--- src/rtl/encoder_emu_pkg.sv ---
// Shared types, constants and the clocks-per-edge helper for the encoder emulator.
package encoder_emu_pkg;

    localparam int DIV_W  = 32;
    localparam int ITER_W = $clog2(DIV_W);

    typedef enum logic [1:0] {IDLE, DIV, DONE} emu_state_t;

    // One data edge per 1/PPR revolution: K = 60 s * 1e9 ns / (PPR * clk period in ns).
    function automatic logic [63:0] calc_k(input logic [63:0] clk_period_ns,
                                           input logic [63:0] ppr);
        logic [63:0] den;
        den = clk_period_ns * ppr;
        return (den == 64'd0) ? 64'd0 : 64'd60_000_000_000 / den;
    endfunction

endpackage

--- src/rtl/encoder_emulator_if.sv ---
// RPM command channel: valid/ready handshake carrying an unsigned rpm value.
interface encoder_emulator_if;

    logic [31:0] rpm_in;
    logic        rpm_valid;
    logic        rpm_ready;

    modport master (output rpm_in, output rpm_valid, input  rpm_ready);
    modport slave  (input  rpm_in, input  rpm_valid, output rpm_ready);

endinterface

--- src/rtl/div_u32_iter.sv ---
// Sequential unsigned restoring divider, one quotient bit per clock.
// done is high in the cycle whose edge produces the last bit; quotient is final the cycle after.
module div_u32_iter
    import encoder_emu_pkg::*;
(
    input  logic             clk,
    input  logic             rst,
    input  logic             start,
    input  logic [DIV_W-1:0] dividend,
    input  logic [DIV_W-1:0] divisor,
    output logic             busy,
    output logic             done,
    output logic [DIV_W-1:0] quotient
);

    logic              busy_q, busy_d;
    logic [ITER_W-1:0] iter_q, iter_d;
    logic [DIV_W-1:0]  rem_q,  rem_d;
    logic [DIV_W-1:0]  quo_q,  quo_d;
    logic [DIV_W-1:0]  dvs_q,  dvs_d;
    logic [DIV_W:0]    rem_shift;

    always_comb begin
        // NOTE: every _d gets its hold value first so no path leaves it unassigned (no latch).
        busy_d    = busy_q;
        iter_d    = iter_q;
        rem_d     = rem_q;
        quo_d     = quo_q;
        dvs_d     = dvs_q;
        rem_shift = {rem_q, quo_q[DIV_W-1]};

        if (start) begin
            busy_d = 1'b1;
            iter_d = '0;
            rem_d  = '0;
            quo_d  = dividend;
            dvs_d  = divisor;
        end else if (busy_q) begin
            quo_d = {quo_q[DIV_W-2:0], 1'b0};
            if (rem_shift >= {1'b0, dvs_q}) begin
                rem_d    = DIV_W'(rem_shift - {1'b0, dvs_q});
                quo_d[0] = 1'b1;
            end else begin
                rem_d = rem_shift[DIV_W-1:0];
            end
            iter_d = iter_q + 1'b1;
            if (iter_q == ITER_W'(DIV_W - 1)) begin
                busy_d = 1'b0;
            end
        end
    end

    always_ff @(posedge clk) begin
        // NOTE: state is updated with non-blocking assignments only.
        if (rst) begin
            busy_q <= 1'b0;
            iter_q <= '0;
            rem_q  <= '0;
            quo_q  <= '0;
            dvs_q  <= '0;
        end else begin
            busy_q <= busy_d;
            iter_q <= iter_d;
            rem_q  <= rem_d;
            quo_q  <= quo_d;
            dvs_q  <= dvs_d;
        end
    end

    assign busy     = busy_q;
    assign done     = busy_q && (iter_q == ITER_W'(DIV_W - 1));
    assign quotient = quo_q;

endmodule

--- src/rtl/encoder_emulator.sv ---
// Encoder pulse generator: an rpm command is divided into a half-period in clocks,
// and data toggles at that rate, picking up new rates only at its own edges.
module encoder_emulator
    import encoder_emu_pkg::*;
#(
    parameter int CLK_PERIOD = 100,
    parameter int PPR        = 10
)
(
    input  logic              clk,
    input  logic              rst,
    encoder_emulator_if.slave cmd,
    output logic              data,
    output logic [31:0]       edge_count,
    output logic              running
);

    localparam logic [63:0]      K_FULL = calc_k(64'(CLK_PERIOD), 64'(PPR));
    localparam logic [DIV_W-1:0] K      = K_FULL[DIV_W-1:0];

    if (CLK_PERIOD < 1 || PPR < 1 || K_FULL < 64'd1 || K_FULL > 64'hFFFF_FFFF) begin : g_k_range
        $error("encoder_emulator: clocks-per-edge constant K out of range [1, 2^32)");
    end

    emu_state_t       state_q, state_d;
    logic             rpm_ready_q, rpm_ready_d;
    logic             accept;
    logic             div_start, div_busy, div_done;
    logic [DIV_W-1:0] div_quotient;
    logic             pend_we;
    logic [31:0]      pend_val;

    assign accept = cmd.rpm_valid && rpm_ready_q;

    div_u32_iter u_div (
        .clk      (clk),
        .rst      (rst),
        .start    (div_start),
        .dividend (K),
        .divisor  (cmd.rpm_in),
        .busy     (div_busy),
        .done     (div_done),
        .quotient (div_quotient)
    );

    // Controller: accept a command, run the division, publish the half-period.
    always_comb begin
        state_d   = state_q;
        div_start = 1'b0;
        pend_we   = 1'b0;
        pend_val  = '0;

        unique case (state_q)
            IDLE: begin
                if (accept) begin
                    if (cmd.rpm_in == '0) begin
                        pend_we = 1'b1;
                    end else begin
                        div_start = 1'b1;
                        state_d   = DIV;
                    end
                end
            end
            DIV: begin
                if (div_done) begin
                    state_d = DONE;
                end else if (!div_busy) begin
                    state_d = IDLE;
                end
            end
            DONE: begin
                pend_we  = 1'b1;
                pend_val = (div_quotient == '0) ? 32'd1 : div_quotient;
                state_d  = IDLE;
            end
            default: state_d = IDLE;
        endcase

        rpm_ready_d = (state_d == IDLE);
    end

    always_ff @(posedge clk) begin
        if (rst) begin
            state_q     <= IDLE;
            rpm_ready_q <= 1'b1;
        end else begin
            state_q     <= state_d;
            rpm_ready_q <= rpm_ready_d;
        end
    end

    assign cmd.rpm_ready = rpm_ready_q;

    logic [31:0] pending_q, pending_d;
    logic [31:0] active_q,  active_d;
    logic [31:0] cnt_q,     cnt_d;
    logic        data_q,    data_d;
    logic [31:0] edge_q,    edge_d;
    logic        running_q, running_d;

    // Generator: active only changes at an edge (or when stopped), so a command never cuts a level short.
    always_comb begin
        pending_d = pend_we ? pend_val : pending_q;
        active_d  = active_q;
        cnt_d     = cnt_q;
        data_d    = data_q;
        edge_d    = edge_q;

        if (active_q == '0) begin
            cnt_d    = '0;
            active_d = pending_q;
        end else if (cnt_q == active_q - 32'd1) begin
            data_d   = ~data_q;
            edge_d   = edge_q + 32'd1;
            cnt_d    = '0;
            active_d = pending_q;
        end else begin
            cnt_d = cnt_q + 32'd1;
        end

        running_d = (active_d != '0);
    end

    always_ff @(posedge clk) begin
        if (rst) begin
            pending_q <= '0;
            active_q  <= '0;
            cnt_q     <= '0;
            data_q    <= 1'b0;
            edge_q    <= '0;
            running_q <= 1'b0;
        end else begin
            pending_q <= pending_d;
            active_q  <= active_d;
            cnt_q     <= cnt_d;
            data_q    <= data_d;
            edge_q    <= edge_d;
            running_q <= running_d;
        end
    end

    assign data       = data_q;
    assign edge_count = edge_q;
    assign running    = running_q;

endmodule

--- src/flat_wrapper.sv ---
// flat-port wrapper written by rule: the top's interface ports become plain ports
module encoder_emulator_flat import encoder_emu_pkg::*;
#(
    parameter int CLK_PERIOD = 100,
    parameter int PPR        = 10
)
  (clk, rst, data, edge_count, running, cmd_rpm_in, cmd_rpm_valid, cmd_rpm_ready);
  encoder_emulator_if cmd_i ();
  input  logic clk;
  input  logic rst;
  output logic data;
  output logic [31:0] edge_count;
  output logic running;
  input wire logic [$bits(cmd_i.rpm_in)-1:0] cmd_rpm_in;
  input wire logic [$bits(cmd_i.rpm_valid)-1:0] cmd_rpm_valid;
  output wire logic [$bits(cmd_i.rpm_ready)-1:0] cmd_rpm_ready;
  assign cmd_i.rpm_in = cmd_rpm_in;
  assign cmd_i.rpm_valid = cmd_rpm_valid;
  assign cmd_rpm_ready = cmd_i.rpm_ready;
  encoder_emulator #(.CLK_PERIOD(CLK_PERIOD), .PPR(PPR)) u_core (.clk(clk), .rst(rst), .cmd(cmd_i), .data(data), .edge_count(edge_count), .running(running));
endmodule
--- config.mk ---
export PLATFORM = sky130hd
export DESIGN_NAME = encoder_emulator_flat
export DESIGN_NICKNAME = d
export VERILOG_FILES = /design/src/rtl/encoder_emu_pkg.sv /design/src/rtl/encoder_emulator_if.sv /design/src/rtl/div_u32_iter.sv /design/src/rtl/encoder_emulator.sv /design/src/flat_wrapper.sv
export SDC_FILE = /design/constraint.sdc
export NUM_CORES = 1
export LEC_CHECK = 0
export BUFFER_PORTS_ARGS = -buffer_cell sky130_fd_sc_hd__buf_2
export CAP_MARGIN = 20
export CELL_PAD_IN_SITES_DETAIL_PLACEMENT = 0
export CELL_PAD_IN_SITES_GLOBAL_PLACEMENT = 1
export CORE_MARGIN = 2
export CORE_UTILIZATION = 42
export DETAILED_ROUTE_END_ITERATION = 6
export GPL_TIMING_DRIVEN = 0
export PLACE_DENSITY = 0.73
export SLEW_MARGIN = 20
export SYNTH_ARGS = -nofsm -noshare
export SYNTH_HDL_FRONTEND = slang
export SYNTH_SLANG_ARGS = --single-unit
--- constraint.sdc ---
create_clock -name clk -period 4 [get_ports clk]
set_input_delay 1.2 -clock clk [delete_from_list [all_inputs] [get_ports clk]]
set_output_delay 1.2 -clock clk [all_outputs]
set_load 0.005 [all_outputs]
==> results of run 1 <==
## what timing repair did
item | CTS | global route
resized for setup | 16 | 31
endpoints found under the setup margin | 98 | 103
setup buffers | 3 | 7
pin swaps | 3 | 14
## cells by family after synthesis
group | after synthesis | synth area share, %
xor+xnor | 100 | 7.04
fa+ha+maj | 39 | 3.98
flops | 235 | 37.8
buf+inv | 138 | 4.31
simple gates | 635 | 24.8
mux | 71 | 5.75
compound gates | 314 | 16.2
## synthesized netlist by cell type (all sizes together), types with 22 or more instances
cell,n
a21oi,105
a22oi,32
and3,26
clkbuf,68
dfxtp,235
ha,38
inv,56
mux2i,68
nand2,165
nand3,41
nand4,34
nor2,201
nor3,31
nor4,40
o21ai,56
or3,25
or4,22
xnor2,47
xor2,53
## final timing paths
kind                                        startpoint                endpoint  slack, ns  depth (start not counted)
worst max-delay path               u_core.active_q[12]   u_core.edge_count[15]       0.12                         11
worst min-delay path            u_core.u_div.dvs_q[26]  u_core.u_div.dvs_q[26]       0.45                          2
worst max register to register     u_core.active_q[12]   u_core.edge_count[15]       0.12                         11
worst min register to register  u_core.u_div.dvs_q[26]  u_core.u_div.dvs_q[26]       0.45                          2
## where the power goes
part / internal, mW / total, mW / switching, mW
clock network: 1.49 / 2.51 / 1.02
logic: 0.430 / 1.19 / 0.759
registers: 2.41 / 2.46 / 0.0551
total: 4.33 / 6.16 / 1.83
## layout make-up
type / count / area, um2 / share of cell area, %
repair buffers: 79 / 449 / 3.11
clock inverters: 11 / 82.6 / 0.572
inverters: 57 / 214 / 1.48
well taps: 384 / 480 / 3.33
clock buffers: 40 / 827 / 5.72
flip-flops and latches: 235 / 4710 / 32.6
multi-input cells: 1159 / 7360 / 50.9
plain buffers: 78 / 329 / 2.28
## metal layers
metal,track usage [%],wire (um)
met5,0,0
met1,36.3,19000
met3,3.29,2090
met4,4.48,558
met2,33.9,14700
## flip-flops by register name (all words and copies together) (netlist names)
signal                 count
u_core.active_q           32
u_core.cnt_q              32
u_core.edge_count         32
u_core.pending_q          32
u_core.u_div.dvs_q        32
u_core.u_div.quotient     32
u_core.u_div.rem_q        32
u_core.u_div.iter_q        5
u_core.state_q             2
u_core.cmd.rpm_ready       1
u_core.data                1
u_core.running             1
u_core.u_div.busy          1
## per-stage QoR
step	total power, mW	hold slack [ns]
2_1_floorplan	3.34	0.436
3_3_place_gp	3.68	0.443
3_5_place_dp	3.68	0.448
4_1_cts	6.19	0.455
5_1_grt	6.43	0.471
6_report	6.16	0.453
## critical path, cell delays in order, from the launching register on
cell,delay (ns)
dfxtp_4,0.37
or4_4,0.57
or4_1,0.58
nor4_2,0.41
o32a_2,0.28
o2111ai_2,0.16
nor4b_4,0.29
buf_6,0.18
nand4_4,0.13
buf_12,0.17
or4_1,0.49
a21oi_1,0.16
## cells in the final DEF (no fill, tap or decap), drive strengths merged, types with 4 or more instances in the layout
master   instances
a211oi           9
ha              38
o21a            10
nand3b           4
or3             25
nand3           41
buf             91
a31oi           15
nand2          165
a21o             9
a21oi          105
nor3            31
dfxtp          235
nor2           201
xnor2           47
o211ai           4
and4             6
nand4           34
clkinv          10
and2             6
or2              4
a2111oi          4
inv             56
o21ai           56
clkbuf         106
nor4            40
o31ai           16
a21boi           5
and3            26
mux2i           68
a211o            5
nor2b           13
a311oi          14
a22oi           32
nand2b           7
xor2            53
or4             22
==> results.txt, run 1 <==
Status: complete, no violations
CTS root buf: clkbuf_16
ANT cells: 0
YS warnings: 0
Cts bufs inserted: 28
Final Critical Period: 3.88 ns
Layout cells sized above 1: 10.9%
Nets@finish: 1712
Endpoints failing setup: 0
Fillers: 2836
VDD IR max: 0.000348 V
Core footprint: 28900 um2
Crit path launch type: flip-flop
Leak: 5.58 nW
Synth cell types: 69
Synth top area cells: dfxtp_1, nor2_1, mux2i_1
Largest net degree at the start of global routing: 14
Starting Density: 43.0%
Vias per std cell: 5.65
Final instance area: 14400 um2
Mapped Nets: 1606
Crit-path max FO: 9
Antenna Violating Nets Remaining: 0
Number of global-route vias before repair: 10600
Clk slew on worst S/H paths: 0.06 ns
Routed len/inst: 17.8 um
Initial antenna violation count: 0
Placed cell areas: 13300 um2
Setup CP Type: reg -> reg
Core Util, Final: 49.9%
H-tree levels: 1
Die W: 176 um
Post-synthesis sequential area ratio: 37.8%
Synthesized area: 12400 um2
Clock Tree Buf Depth: 3
Synth Instances: 1532
Post-synth EDFFs: 0
DRC: 0
Total die area: 31000 um2
Detailed placer's ending HPWL: 27.1 mm
Top-area cell type share of the netlist area: 37.8%
Main synth FF type: dfxtp_1
Pins Over Slew Limit: 0
Worst min path class: reg -> reg
Sum Neg Setup Slack: 0 ns
Crit end category: flip-flop
Fin cells: 2043
Synthesized area per cell: 8.12 um2
Asr flop ratio synth: 0%
IO Port Bufs: 69
Area Overhead vs Synth: 16.2%
CTS Sinks: 235
Worst EP arrival: 4.34 ns
Initial DRC Count: 927
Worst Max-Slew Pin Slew: 1.14 ns
Slew headroom: 23.2%
Max frequency: 258 MHz
MaxCap Viol Count: 0
Via count: 11500
Die Ht: 176 um
Clock Skew: 0.0162 ns
Pre-CTS WS: -1.03 ns
Io pins: 70
Min setup slack post-route: 0.122 ns
Placement row count: 62
Placed cells: 1985
Grt ovf: 0
Total count of hold-check failures in the final report: 0
Final WL: 36.4 mm
CTS tree: yes
Worst EP required: 4.46 ns
First-pass GRT wire length: 58.4 mm
GRT Util Overall: 23.3%
Gp weighted congestion: 0.897
Hold buffers post-CTS: 0
PD cells: 426 nW/um2
Drt pass-1 iters: 5
Fin crit share: 97.0%
Skew-Pair Late Insertion Delay: 0.55 ns
Flops & latches, synth: 235
Synth area leader: dfxtp_1
(Power assumes the default switching activity.)
==> run 2, diff against run 1 <==
BUFFER_PORTS_ARGS = -buffer_cell sky130_fd_sc_hd__buf_4   (was -buffer_cell sky130_fd_sc_hd__buf_2)
CORE_UTILIZATION = 50   (was 42)
PLACE_DENSITY = 0.82   (was 0.73)
clock period = 4.7 ns   (was 4 ns; I/O delays follow)
==> run 2 against run 1 <==
  * Final cell count is 3.3% lower
  * Non-clock buffer count is 6 lower
  * Worst hold slack worse by 0.00065 ns
  * First-iteration DRC count is 9.7% lower
==> results.txt, run 2 (synthesis gave the netlist of run 1 again) <==
Status: complete, no violations (unchanged)
Area Overhead vs Synth: 15.4% (was 16.2%)
Core footprint: 24400 um2 (was 28900 um2)
Max frequency: 223 MHz (was 258 MHz)
Leak: 5.53 nW (was 5.58 nW)
Vias per std cell: 5.86 (was 5.65)
Met1 Wirelength: 17.7 mm (was 19.0 mm)
Pins Over Slew Limit: 0 (unchanged)
Worst EP arrival: 4.89 ns (was 4.34 ns)
Number of global-route vias before repair: 10700 (was 10600)
Drt pass-1 iters: 7 (was 5)
Total die area: 26100 um2 (was 31000 um2)
Initial antenna violation count: 0 (unchanged)
Sum Neg Setup Slack: 0 ns (unchanged)
Nets@finish: 1705 (was 1712)
Grt ovf: 0 (unchanged)
Io pins: 70 (unchanged)
Placed cells: 1926 (was 1985)
Post-CTS setup buffers: 0 (was 3)
Layout cells sized above 1: 9.02% (was 10.9%)
Detailed placer's ending HPWL: 26.3 mm (was 27.1 mm)
Crit end category: flip-flop (unchanged)
Gp weighted congestion: 0.911 (was 0.897)
Final Power: 5.37 mW (was 6.16 mW)
Slew headroom: 20.7% (was 23.2%)
R2r startpoint: u_core.active_q[4] (was u_core.active_q[12])
Commonest non-fill, non-tap cells in the layout: dfxtp_1, nor2_1, nand2_1, a21oi_1, buf_4 (was dfxtp_1, nor2_1, nand2_1, a21oi_1, buf_2)
Final WL: 35.3 mm (was 36.4 mm)
Worst Hold Launch: u_core.u_div.dvs_q[21] (was u_core.u_div.dvs_q[26])
Setup slack, reg-to-reg: 0.21 ns (was 0.12 ns)
GRT Util Overall: 26.6% (was 23.3%)
CTS root buf: clkbuf_16 (unchanged)
Fin cells: 1975 (was 2043)
Metal2 WL: 14.3 mm (was 14.7 mm)
Highest metal used: met4 (unchanged)
Worst EP required: 5.10 ns (was 4.46 ns)
CTS tree: yes (unchanged)
Cts bufs inserted: 27 (was 28)
IO Port Bufs: 69 (unchanged)
Reg2Reg Depth: 13 (was 11)
First-pass GRT wire length: 56.9 mm (was 58.4 mm)
Placement row count: 57 (was 62)
Worst Hold Slack: 0.452 ns (was 0.453 ns)
Terminating pin of the worst hold path: u_core.u_div.dvs_q[21] (was u_core.u_div.dvs_q[26])
Clock Skew: 0.0106 ns (was 0.0162 ns)
Starting Density: 51.0% (was 43.0%)
PD cells: 374 nW/um2 (was 426 nW/um2)
Initial DRC Count: 837 (was 927)
Worst Max-Slew Pin Slew: 1.17 ns (was 1.14 ns)
Clk slew on worst S/H paths: 0.06 ns (about the same)
Hold buffers post-CTS: 0 (unchanged)
Crit path launch type: flip-flop (unchanged)
H-tree levels: 1 (unchanged)
Crit-path max FO: 10 (was 9)
Final Critical Period: 4.49 ns (was 3.88 ns)
DRC: 0 (unchanged)
Clock Tree Buf Depth: 3 (unchanged)
Fin crit share: 95.5% (was 97.0%)
Die Ht: 162 um (was 176 um)
Commonest non-fill, non-tap cell in the layout: dfxtp_1 (unchanged)
Setup CP Type: reg -> reg (unchanged)
ANT cells: 0 (unchanged)
Die W: 162 um (was 176 um)
Final instance area: 14400 um2 (about the same)
Worst min path class: reg -> reg (unchanged)
Via count: 11600 (was 11500)
Routed len/inst: 17.9 um (was 17.8 um)
CTS Sinks: 235 (unchanged)
MaxCap Viol Count: 0 (unchanged)
Largest net degree at the start of global routing: 15 (was 14)
Met3 wire len: 2.74 mm (was 2.09 mm)
VDD IR max: 0.000339 V (was 0.000348 V)
Total count of hold-check failures in the final report: 0 (unchanged)
Endpoints failing setup: 0 (unchanged)
Antenna Violating Nets Remaining: 0 (unchanged)
Placed cell areas: 13400 um2 (was 13300 um2)
Hold depth: 2 (unchanged)
Skew-Pair Late Insertion Delay: 0.55 ns (about the same)
Worst R2R End: u_core.edge_count[23] (was u_core.edge_count[15])
[run 2: cell count changes in the layout (fill, tap and decap cells not counted), sizes merged]
cell      change
buf           -8
clkbuf        -6
bufinv        +4
clkinvlp      +1
inv           +1
[run 2: routing by layer]
metal | up-vias | GRT usage [%]
met5 | - | 0
met4 | 0 | 5.55
met3 | 44 | 4.95
met2 | 357 | 38.3
met1 | 5485 | 41.1
li1 | 5680 | -
[run 2: what timing repair did]
action                     in CTS  in global routing
gates resized for setup         1                  8
gates cloned                    0                  0
setup endpoints to repair      75                 84
[run 2: layout make-up]
class	count	area, um2
clock inverter	17	225
timing repair buffer	70	523
sequential	235	4700
buffer	81	324
tap	324	405
fill	2350	10000
clock buffer	32	724
multi-input combinational	1159	7230
inverter	57	214
[run 2: worst max path at each step]
stage,startpoint,cells past startpoint,slack [ns],endpoint
CTS,u_core.active_q[8],11,0.06,u_core.cnt_q[24]
global placement,u_core.active_q[8],11,-0.21,u_core.cnt_q[28]
finish,u_core.active_q[4],13,0.21,u_core.edge_count[23]
global route,u_core.active_q[4],13,-0.004,u_core.edge_count[29]
floorplan,u_core.active_q[13],12,0.89,u_core.edge_count[27]
detailed placement,u_core.active_q[8],11,-0.19,u_core.cnt_q[27]
[run 2: power by group]
group	total, mW	switching, mW	internal (mW)
logic	1.01	0.638	0.375
registers	2.09	0.0461	2.05
clock network	2.26	0.886	1.38
total	5.37	1.57	3.80
[run 2: metrics by stage]
| step | util, % | setup WS [ns] |
|---|---|---|
| 2_1_floorplan | - | 0.887 |
| 3_3_place_gp | 54.8 | -0.210 |
| 3_5_place_dp | 54.8 | -0.186 |
| 4_1_cts | 58.7 | 0.0578 |
| 5_1_grt | 58.8 | -0.00413 |
| 6_report | 58.8 | 0.214 |
[run 2: critical path, stage by stage (launching register included)]
cell       delay [ns]
dfxtp_1          0.29
clkbuf_1         0.19
nor4_2           0.43
clkbuf_1         0.46
nand3_1          0.20
nor4_1           0.47
o32a_1           0.38
o2111ai_1        0.22
nor4b_4          0.58
nand4_4          0.27
buf_2            0.28
buf_2            0.21
o31ai_1          0.26
a21oi_1          0.10
==> run 3, diff against run 2 <==
CORE_UTILIZATION = 30   (was 50)
PLACE_DENSITY = 0.53   (was 0.82)
SKIP_CTS_REPAIR_TIMING = 1   (was default)
==> run 3 against run 2 <==
  * Total power grew 5.2%
  * Final cell count grew 11%
  * Critical path depth grew 1
  * Largest power group unchanged
  * Clock skew shrank 0.0020 ns
  * Critical endpoint is now u_core.edge_count[13]
  * Combinational power is essentially flat
  * First-iteration DRC count shrank 20%
==> results.txt, run 3 (synthesis gave the netlist of run 1 again) <==
IO Port Bufs: 69 (unchanged)
Worst path buffer plus inverter count: 5 (was 4)
Fin cells: 2193 (was 1975)
CTS Sinks: 235 (unchanged)
Hold depth: 2 (unchanged)
Min setup slack post-route: 0.322 ns (was 0.214 ns)
Leak: 5.61 nW (was 5.53 nW)
Commonest non-fill, non-tap cells in the layout: dfxtp_1, nor2_1, nand2_1, a21oi_1, buf_4 (unchanged)
Status: complete, no violations (unchanged)
CP max stage cell: a2111oi_0 (was nor4b_4)
Skew-Pair Late Insertion Delay: 0.58 ns (was 0.55 ns)
Placed cells: 2134 (was 1926)
Final WL: 41.8 mm (was 35.3 mm)
Number of global-route vias before repair: 11100 (was 10700)
R2r startpoint: u_core.active_q[3] (was u_core.active_q[4])
Cts bufs inserted: 30 (was 27)
DRC: 0 (unchanged)
Metal2 WL: 17.4 mm (was 14.3 mm)
Initial DRC Count: 667 (was 837)
Clock Tree Buf Depth: 3 (unchanged)
Slew headroom: 30.1% (was 20.7%)
Fin crit share: 93.1% (was 95.5%)
Worst path cell trace: clkbuf_1 > nor4_2 > clkbuf_1 > nand3b_1 > a2111oi_0 > o32a_1 > o2111ai_1 > nor4b_4 > buf_4 > nand4_4 > buf_2 > buf_2 > o31ai_1 > a21oi_1 (was clkbuf_1 > nor4_2 > clkbuf_1 > nand3_1 > nor4_1 > o32a_1 > o2111ai_1 > nor4b_4 > nand4_4 > buf_2 > buf_2 > o31ai_1 > a21oi_1)
Initial antenna violation count: 0 (unchanged)
Met3 wire len: 1.87 mm (was 2.74 mm)
Sum Neg Setup Slack: 0 ns (unchanged)
Pre-CTS WS: -0.299 ns (was -0.186 ns)
MaxCap Viol Count: 0 (unchanged)
PD cells: 382 nW/um2 (was 374 nW/um2)
Largest net degree at the start of global routing: 15 (unchanged)
Final instance area: 14800 um2 (was 14400 um2)
Worst min path class: reg -> reg (unchanged)
Pins Over Slew Limit: 0 (unchanged)
VDD IR max: 0.000331 V (was 0.000339 V)
Die W: 208 um (was 162 um)
Core footprint: 40800 um2 (was 24400 um2)
Final Critical Period: 4.38 ns (was 4.49 ns)
Core Util, Final: 36.2% (was 58.8%)
Via count: 11400 (was 11600)
Worst EP arrival: 4.80 ns (was 4.89 ns)
Clk slew on worst S/H paths: 0.06 ns (about the same)
Placement row count: 74 (was 57)
CP max stage delay: 0.76 ns (was 0.58 ns)
Met1 Wirelength: 21.6 mm (was 17.7 mm)
Grt ovf: 0 (unchanged)
Placed cell areas: 13600 um2 (was 13400 um2)
ANT cells: 0 (unchanged)
Crit path launch type: flip-flop (unchanged)
Reg2Reg Depth: 14 (was 13)
Worst Hold Slack: 0.454 ns (was 0.452 ns)
CTS tree: yes (unchanged)
Io pins: 70 (unchanged)
Final Power: 5.65 mW (was 5.37 mW)
CTS root buf: clkbuf_16 (unchanged)
CP top delay family: compound AO/OA/AOI/OAI gates (was simple AND/OR/NAND/NOR gates)
Setup CP Type: reg -> reg (unchanged)
Worst R2R End: u_core.edge_count[13] (was u_core.edge_count[23])
Detailed placer's ending HPWL: 31.1 mm (was 26.3 mm)
Setup slack, reg-to-reg: 0.32 ns (was 0.21 ns)
Gp weighted congestion: 0.816 (was 0.911)
Nets@finish: 1711 (was 1705)
Endpoints failing setup: 0 (unchanged)
GRT Util Overall: 19.1% (was 26.6%)
Terminating pin of the worst hold path: u_core.u_div.dvs_q[23] (was u_core.u_div.dvs_q[21])
Antenna Violating Nets Remaining: 0 (unchanged)
Worst Max-Slew Pin Slew: 1.03 ns (was 1.17 ns)
Crit end category: flip-flop (unchanged)
Total count of hold-check failures in the final report: 0 (unchanged)
Highest metal used: met4 (unchanged)
Routed len/inst: 19.0 um (was 17.9 um)
Max frequency: 228 MHz (was 223 MHz)
Layout cells sized above 1: 9.57% (was 9.02%)
RSZ-0062 raised after global routing: no
Clock Skew: 0.00862 ns (was 0.0106 ns)
Crit-path max FO: 10 (unchanged)
Die Ht: 208 um (was 162 um)
Area Overhead vs Synth: 18.8% (was 15.4%)
Starting Density: 30.5% (was 51.0%)
Total die area: 43100 um2 (was 26100 um2)
Commonest non-fill, non-tap cell in the layout: dfxtp_1 (unchanged)
Vias per std cell: 5.21 (was 5.86)
Worst Hold Launch: u_core.u_div.dvs_q[23] (was u_core.u_div.dvs_q[21])
Drt pass-1 iters: 5 (was 7)
Worst EP required: 5.12 ns (was 5.10 ns)
H-tree levels: 1 (unchanged)
First-pass GRT wire length: 65.7 mm (was 56.9 mm)
[run 3: cell count changes in the layout (fill, tap and decap cells not counted), sizes merged]
cell	before	now
clkbuf	100	103
clkinv	10	15
buf	83	86
inv	57	56
[run 3: layer usage]
metal / track usage (%) / vias up
met5: 0 / -
met4: 4.70 / 0
met3: 2.53 / 55
met2: 28.7 / 237
met1: 28.6 / 5425
li1: - / 5714
[run 3: report_power, final]
part / internal, mW / switching, mW / leakage [nW] / total (mW)
logic: 0.376 / 0.668 / 3.17 / 1.04
clock network: 1.53 / 0.977 / 0.537 / 2.51
registers: 2.05 / 0.0471 / 1.90 / 2.09
total: 3.96 / 1.69 / 5.61 / 5.65
[run 3: layout make-up]
type	instances	area [um2]
fillers	4329	26100
clock inverters	21	246
plain buffers	81	322
multi-input cells	1159	7230
flip-flops and latches	235	4700
repair buffers	73	561
inverters	57	214
well taps	532	666
clock buffers	35	831
[run 3: tightest hold or removal path: stages, from the launching register on]
cell and delay [ns]:
dfxtp_1 0.31, nand2_1 0.05, a21oi_1 0.05
[run 3: worst max path at each step]
stage / startpoint / endpoint / slack (ns) / cells after the start
after global routing: u_core.active_q[0] / u_core.edge_count[13] / 0.03 / 15
after global placement: u_core.active_q[8] / u_core.cnt_q[27] / -0.48 / 11
after floorplan: u_core.active_q[13] / u_core.edge_count[27] / 0.89 / 12
after CTS: u_core.active_q[8] / u_core.cnt_q[28] / -0.29 / 11
final: u_core.active_q[3] / u_core.edge_count[13] / 0.32 / 14
after detailed placement: cmd_rpm_in[0] / u_core.u_div.quotient[0] / -0.30 / 10
